File: src/rtl/mem_access_unit_pkg.sv
// ============================================================================
// Module      : mem_access_unit_pkg
// Description : Shared size encodings, FSM state type and index width for
//               the load/store memory access unit.
// Revision    : 1.0 - initial release
// ============================================================================
`default_nettype none

package mem_access_unit_pkg;

    localparam int IDX_W = 5;

    localparam logic [1:0] SZ_B = 2'b00;
    localparam logic [1:0] SZ_H = 2'b01;
    localparam logic [1:0] SZ_W = 2'b10;
    localparam logic [1:0] SZ_D = 2'b11;

    typedef enum logic [2:0] {
        ST_IDLE = 3'd0,
        ST_RD   = 3'd1,
        ST_CAP  = 3'd2,
        ST_WR   = 3'd3,
        ST_RESP = 3'd4
    } state_t;

    // An access is aligned when its lane is a multiple of its byte count.
    function automatic logic is_misaligned(input logic [1:0] size, input logic [2:0] lane);
        case (size)
            SZ_H:    is_misaligned = lane[0];
            SZ_W:    is_misaligned = |lane[1:0];
            SZ_D:    is_misaligned = |lane;
            default: is_misaligned = 1'b0;
        endcase
    endfunction

endpackage

`default_nettype wire

File: src/rtl/mem_access_unit_lane_merge.sv
// ============================================================================
// Module      : lane_merge
// Description : Byte-lane mask, store merge and load extract/extend for one
//               little-endian doubleword.
// Revision    : 1.0 - initial release
// ============================================================================
`default_nettype none

module lane_merge
    import mem_access_unit_pkg::*;
(
    input  logic [1:0]  i_size,
    input  logic [2:0]  i_lane,
    input  logic        i_sign_ext,
    input  logic [63:0] i_wdata,
    input  logic [63:0] i_rdata,
    output logic [63:0] o_merged,
    output logic [63:0] o_extracted
);

    logic [7:0]  w_base_mask;
    logic [7:0]  w_byte_mask;
    logic [63:0] w_bit_mask;
    logic [63:0] w_shifted;
    logic [5:0]  w_shamt;

    always_comb begin
        w_shamt = {i_lane, 3'b000};
        case (i_size)
            SZ_B:    w_base_mask = 8'h01;
            SZ_H:    w_base_mask = 8'h03;
            SZ_W:    w_base_mask = 8'h0F;
            default: w_base_mask = 8'hFF;
        endcase
        w_byte_mask = w_base_mask << i_lane;
        w_bit_mask  = '0;
        for (int i = 0; i < 8; i++) begin
            w_bit_mask[i*8 +: 8] = {8{w_byte_mask[i]}};
        end
        o_merged  = (i_rdata & ~w_bit_mask) | ((i_wdata << w_shamt) & w_bit_mask);
        w_shifted = i_rdata >> w_shamt;
        case (i_size)
            SZ_B:    o_extracted = {{56{i_sign_ext & w_shifted[7]}},  w_shifted[7:0]};
            SZ_H:    o_extracted = {{48{i_sign_ext & w_shifted[15]}}, w_shifted[15:0]};
            SZ_W:    o_extracted = {{32{i_sign_ext & w_shifted[31]}}, w_shifted[31:0]};
            default: o_extracted = w_shifted;
        endcase
    end

endmodule

`default_nettype wire

File: src/rtl/mem_access_unit.sv
// ============================================================================
// Module      : mem_access_unit
// Description : Multi-cycle load/store unit driving a doubleword data memory,
//               with read-modify-write for sub-doubleword stores.
// Revision    : 1.0 - initial release
// ============================================================================
`default_nettype none

module mem_access_unit #(
    parameter int ADDR_W = 64,
    parameter int DATA_W = 64,
    parameter int IDX_W  = mem_access_unit_pkg::IDX_W
) (
    input  logic              clk,
    input  logic              reset,
    input  logic              req_valid,
    output logic              req_ready,
    input  logic              req_store,
    input  logic [1:0]        req_size,
    input  logic              req_signed,
    input  logic [ADDR_W-1:0] req_addr,
    input  logic [DATA_W-1:0] req_wdata,
    output logic              resp_valid,
    output logic [DATA_W-1:0] resp_rdata,
    output logic              resp_misaligned,
    output logic              busy,
    output logic [ADDR_W-1:0] mem_addr,
    output logic [DATA_W-1:0] mem_wdata,
    output logic              mem_read,
    output logic              mem_write,
    input  logic [DATA_W-1:0] mem_rdata
);

    import mem_access_unit_pkg::*;

    state_t state_q, state_d;
    logic              store_q, store_d;
    logic [1:0]        size_q, size_d;
    logic              sgn_q, sgn_d;
    logic [2:0]        lane_q, lane_d;
    logic [DATA_W-1:0] wdata_q, wdata_d;
    logic              req_ready_q, req_ready_d;
    logic              resp_valid_q, resp_valid_d;
    logic [DATA_W-1:0] resp_rdata_q, resp_rdata_d;
    logic              resp_mis_q, resp_mis_d;
    logic              busy_q, busy_d;
    logic [ADDR_W-1:0] mem_addr_q, mem_addr_d;
    logic [DATA_W-1:0] mem_wdata_q, mem_wdata_d;
    logic              mem_read_q, mem_read_d;
    logic              mem_write_q, mem_write_d;

    logic [DATA_W-1:0] w_merged;
    logic [DATA_W-1:0] w_extracted;
    logic              w_unused_addr;

    assign w_unused_addr = ^req_addr[ADDR_W-1:IDX_W+3];

    lane_merge u_lane_merge (
        .i_size      (size_q),
        .i_lane      (lane_q),
        .i_sign_ext  (sgn_q),
        .i_wdata     (wdata_q),
        .i_rdata     (mem_rdata),
        .o_merged    (w_merged),
        .o_extracted (w_extracted)
    );

    always_comb begin
        state_d      = state_q;
        store_d      = store_q;
        size_d       = size_q;
        sgn_d        = sgn_q;
        lane_d       = lane_q;
        wdata_d      = wdata_q;
        resp_valid_d = 1'b0;
        resp_rdata_d = resp_rdata_q;
        resp_mis_d   = resp_mis_q;
        mem_addr_d   = mem_addr_q;
        mem_wdata_d  = mem_wdata_q;

        case (state_q)
            ST_IDLE: begin
                if (req_valid) begin
                    store_d    = req_store;
                    size_d     = req_size;
                    sgn_d      = req_signed;
                    lane_d     = req_addr[2:0];
                    wdata_d    = req_wdata;
                    // Only the decoded index bits reach memory, so addresses wrap.
                    mem_addr_d = {{(ADDR_W-IDX_W){1'b0}}, req_addr[IDX_W+2:3]};
                    if (is_misaligned(req_size, req_addr[2:0])) begin
                        state_d      = ST_RESP;
                        resp_valid_d = 1'b1;
                        resp_mis_d   = 1'b1;
                        resp_rdata_d = '0;
                    end else if (req_store && (req_size == SZ_D)) begin
                        state_d     = ST_WR;
                        mem_wdata_d = req_wdata;
                    end else begin
                        state_d = ST_RD;
                    end
                end
            end
            ST_RD:   state_d = ST_CAP;
            ST_CAP: begin
                if (store_q) begin
                    state_d     = ST_WR;
                    mem_wdata_d = w_merged;
                end else begin
                    state_d      = ST_RESP;
                    resp_valid_d = 1'b1;
                    resp_mis_d   = 1'b0;
                    resp_rdata_d = w_extracted;
                end
            end
            ST_WR: begin
                state_d      = ST_RESP;
                resp_valid_d = 1'b1;
                resp_mis_d   = 1'b0;
                resp_rdata_d = '0;
            end
            default: state_d = ST_IDLE;
        endcase

        // Strobes follow the next state so each one is a registered output.
        req_ready_d = (state_d == ST_IDLE);
        busy_d      = (state_d != ST_IDLE);
        mem_read_d  = (state_d == ST_RD);
        mem_write_d = (state_d == ST_WR);
    end

    always_ff @(posedge clk) begin
        if (reset) begin
            state_q      <= ST_IDLE;
            store_q      <= 1'b0;
            size_q       <= SZ_B;
            sgn_q        <= 1'b0;
            lane_q       <= '0;
            wdata_q      <= '0;
            req_ready_q  <= 1'b1;
            resp_valid_q <= 1'b0;
            resp_rdata_q <= '0;
            resp_mis_q   <= 1'b0;
            busy_q       <= 1'b0;
            mem_addr_q   <= '0;
            mem_wdata_q  <= '0;
            mem_read_q   <= 1'b0;
            mem_write_q  <= 1'b0;
        end else begin
            state_q      <= state_d;
            store_q      <= store_d;
            size_q       <= size_d;
            sgn_q        <= sgn_d;
            lane_q       <= lane_d;
            wdata_q      <= wdata_d;
            req_ready_q  <= req_ready_d;
            resp_valid_q <= resp_valid_d;
            resp_rdata_q <= resp_rdata_d;
            resp_mis_q   <= resp_mis_d;
            busy_q       <= busy_d;
            mem_addr_q   <= mem_addr_d;
            mem_wdata_q  <= mem_wdata_d;
            mem_read_q   <= mem_read_d;
            mem_write_q  <= mem_write_d;
        end
    end

    assign req_ready       = req_ready_q;
    assign resp_valid      = resp_valid_q;
    assign resp_rdata      = resp_rdata_q;
    assign resp_misaligned = resp_mis_q;
    assign busy            = busy_q;
    assign mem_addr        = mem_addr_q;
    assign mem_wdata       = mem_wdata_q;
    assign mem_read        = mem_read_q;
    assign mem_write       = mem_write_q;

endmodule

`default_nettype wire

File: config.mk
export PLATFORM = sky130hd
export DESIGN_NAME = mem_access_unit
export DESIGN_NICKNAME = d
export VERILOG_FILES = /design/src/rtl/mem_access_unit_pkg.sv /design/src/rtl/mem_access_unit_lane_merge.sv /design/src/rtl/mem_access_unit.sv
export SDC_FILE = /design/constraint.sdc
export NUM_CORES = 1
export LEC_CHECK = 0
export CAP_MARGIN = 0
export CORE_MARGIN = 4
export CORE_UTILIZATION = 29
export CTS_CLUSTER_SIZE = 14
export DETAILED_ROUTE_END_ITERATION = 6
export SLEW_MARGIN = 20
export SYNTH_ARGS = -nofsm -noshare
export SYNTH_HDL_FRONTEND = slang
export SYNTH_SLANG_ARGS = --single-unit
File: constraint.sdc
create_clock -name clk -period 1.96 [get_ports clk]
set_input_delay 0.294 -clock clk [delete_from_list [all_inputs] [get_ports clk]]
set_output_delay 0.294 -clock clk [all_outputs]
set_load 0.01 [all_outputs]
==> results_dict.tcl <==
set metrics [dict create \
    status "finished, violations left" \
    violations "setup timing" \
    cts_buffers 26 \
    final.setup_skew_ps 29.6 \
    detailedPlacementHpwl_mm 47.2 \
    clockBufferDepth 3 \
    port-buffer-count 281 \
    regArea_um2 4270 \
    yosys.area.top_type "dfxtp_1" \
    final.setup.tns_ps -3530 \
    grt_max_degree 79 \
    drive_gt1_frac 0.231 \
    boundaryPins 397 \
    max_cap_violations 0 \
    gr-total-overflow 0 \
    stdcell_count 2554 \
    clkLatencyLatePin_ps 570 \
    fmax_mhz 479 \
    num_rows 76 \
    setup_violations 61 \
    synthAdderAreaFrac 0 \
    drc_errors 0 \
    gp_congestion 0.932 \
    die_h_um 218 \
    regToRegSetupSlack_ps -130 \
    syn_to_final_growth_pct 49.6 \
    via_per_inst 5.31 \
    antenna_found_initial 0 \
    synthXorXnorAreaFrac 0 \
    syn_inst 1522 \
    ys_seq_area_frac 0.334 \
    cp.arrival_ps 2510 \
    gr-usage-all-layers 0.241 \
    final-max-slew-violation-count 0 \
    critPathLaunchType "flip-flop" \
    peakVddDrop_mv 0.463 \
    vias 13600 \
    powerDensity_nw_per_um2 692 \
    post-place-cells 2486 \
    ys_types 63 \
    drt-pass1-iter-count 5 \
    wire_per_inst_um 23.6 \
    ys_warn_count 0 \
    worstSetupPathType "reg2reg" \
    drtAntennaViolNets 0 \
    utilization 0.441 \
    yosys.area_share.simple 0.170 \
    cts.sinks 213 \
    multiInputGateArea_um2 7920 \
    totalWireLength_mm 60.2 \
    tritoncts "yes" \
    worstHoldPathType "in2reg" \
    synth_edf_count 0 \
    synth_compound_area_frac 0.223 \
    worst_pin_slew_ps 611 \
    synth_mux_area_frac 0.180 \
    clk_pin_slew_ps 60 \
    dieArea_um2 47400 \
    final_hold_viol_count 0 \
    yosys-top-cells-area "dfxtp_1, nand2_1, mux2i_1" \
    drt_iter0_drc 1024 \
    async_reset_ff_frac 0 \
    start_util 0.295 \
    worst_slack_ps -129 \
    grt_pass1_vias 13200 \
    diodes 0 \
    synth_flop_cell "dfxtp_1" \
    fillers 4284 \
    core_area_um2 43300 \
    netlist_area_um2 12800 \
    post-route-period-util 1.07 \
    crit_path_end_kind "flip-flop" \
    required_ps 2380 \
    synth_top_family_by_area "compound AO/OA/AOI/OAI gates" \
    fin_crit_ps 2090 \
    die_w_um 218 \
    synth_area_per_cell_um2 8.39 \
    relSlewSlack 0.589 \
    grt_setup_unrepaired "yes" \
    nets 2148 \
    p_leak_uw 0.00716 \
    cp_max_fo 14 \
    yosys.area.top_type_share 0.334 \
    pre_cts_slack_ps -601 \
    grt_first_pass_wirelength_mm 86.8 \
    ys_ff_latch 213 \
    clockRootBuffer "clkbuf_16" \
    htreeDepth 1 \
]
[final timing paths]
| check | startpoint | to | depth (start not counted) |
|---|---|---|---|
| worst max-delay path | lane_q[0] | mem_wdata[26] | 7 |
| worst min register to register | wdata_q[58] | wdata_q[58] | 2 |
| worst min-delay path | req_addr[7] | mem_addr[4] | 3 |
| worst max register to register | lane_q[0] | mem_wdata[26] | 7 |
[synthesized netlist by cell type, types with 10 or more instances]
cell type / number
mux4_2: 45
a211o_1: 16
buf_4: 70
inv_1: 16
buf_1: 11
a22o_1: 32
a21oi_1: 136
a211oi_1: 27
a311oi_1: 18
buf_6: 10
a21o_1: 14
nor3_1: 50
a22oi_1: 10
o22ai_1: 16
nand2_1: 287
o21ai_0: 44
nor2b_1: 18
nor2_1: 106
o2bb2ai_1: 12
dfxtp_1: 213
mux2i_1: 105
a221o_1: 16
o211ai_1: 20
clkbuf_1: 79
buf_2: 28
a31oi_1: 11
nand3_1: 11
mux2_2: 21
[worst max-delay path, cell delays in order, from the launching register on]
cell     delay [ps]
dfxtp_4         450
buf_16          180
buf_6           120
mux4_2          570
mux2i_2         250
buf_4           150
a211o_1         150
a21oi_1          70
[registers in the layout (all words and copies together), names as in the netlist, 2 cells and up]
signal and count:
lane_q 3, size_q 2, state_q 3, wdata_q 64, mem_wdata 64, mem_addr 5, resp_rdata 64
[per-stage QoR]
| stage | hold slack [ps] | cell area [µm²] | total power, µW |
|---|---|---|---|
| floorplan | 422 | 13000 | 6410 |
| global route | 295 | 19100 | 13700 |
| global placement | 442 | 17500 | 7950 |
| detailed placement | 446 | 17500 | 7960 |
| CTS | 276 | 18700 | 13200 |
| finish | 303 | 19100 | 13200 |
[repair_timing]
| action | CTS | global route |
|---|---|---|
| buffers inserted | 6 | 11 |
| pin swaps | 8 | 22 |
| gates resized for setup | 54 | 65 |
| hold buffers | 1 | 0 |
| setup endpoints to repair | 114 | 119 |
| hold endpoints to repair | 1 | 0 |
| cloned | 2 | 0 |
[cell type report]
cell class	count	area share
tap	585	0.0383
sequential	213	0.224
timing repair buffer	539	0.273
multi-input combinational	1151	0.415
clock inverter	10	0.00675
clock buffer	38	0.0396
inverter	18	0.00354
[cell usage in the layout (no fill, tap or decap), drive strengths merged, types with 10 or more instances in the layout]
cell / instances
a211o: 16
a211oi: 27
a21o: 14
a21oi: 138
a221o: 16
a22o: 32
a22oi: 10
a311oi: 18
a31oi: 12
buf: 258
clkbuf: 38
clkdlybuf4s50: 280
conb: 59
dfxtp: 213
inv: 18
mux2: 21
mux2i: 105
mux4: 45
nand2: 287
nand3: 11
nor2: 106
nor2b: 18
nor3: 51
o211ai: 20
o21ai: 46
o22ai: 16
o2bb2ai: 12
[power by group]
part	total (µW)	internal [µW]	switching [µW]
registers	4710	4510	205
clock network	5060	3060	2000
logic	3460	1610	1850
total	13200	9180	4050
[cell families (layout without fill, tap and decap cells)]
family / count (synthesis) / in the layout
AO/OA/AOI/OAI: 412 / 412
flip-flops: 213 / 213
other: 1 / 59
multiplexers: 171 / 171
buffers and inverters: 216 / 605
AND/OR/NAND/NOR: 509 / 509
[metal layers]
layer / part of all wire / routed length, µm / global-route usage / vias to the layer above
li1: - / - / - / 6244
met1: 0.43 / 25600 / 0.324 / 6564
met2: 0.46 / 27800 / 0.392 / 640
met3: 0.080 / 4830 / 0.0509 / 115
met4: 0.033 / 1960 / 0.0676 / 0
met5: 0 / 0 / 0 / -
Power figures use the tool's default switching activity.
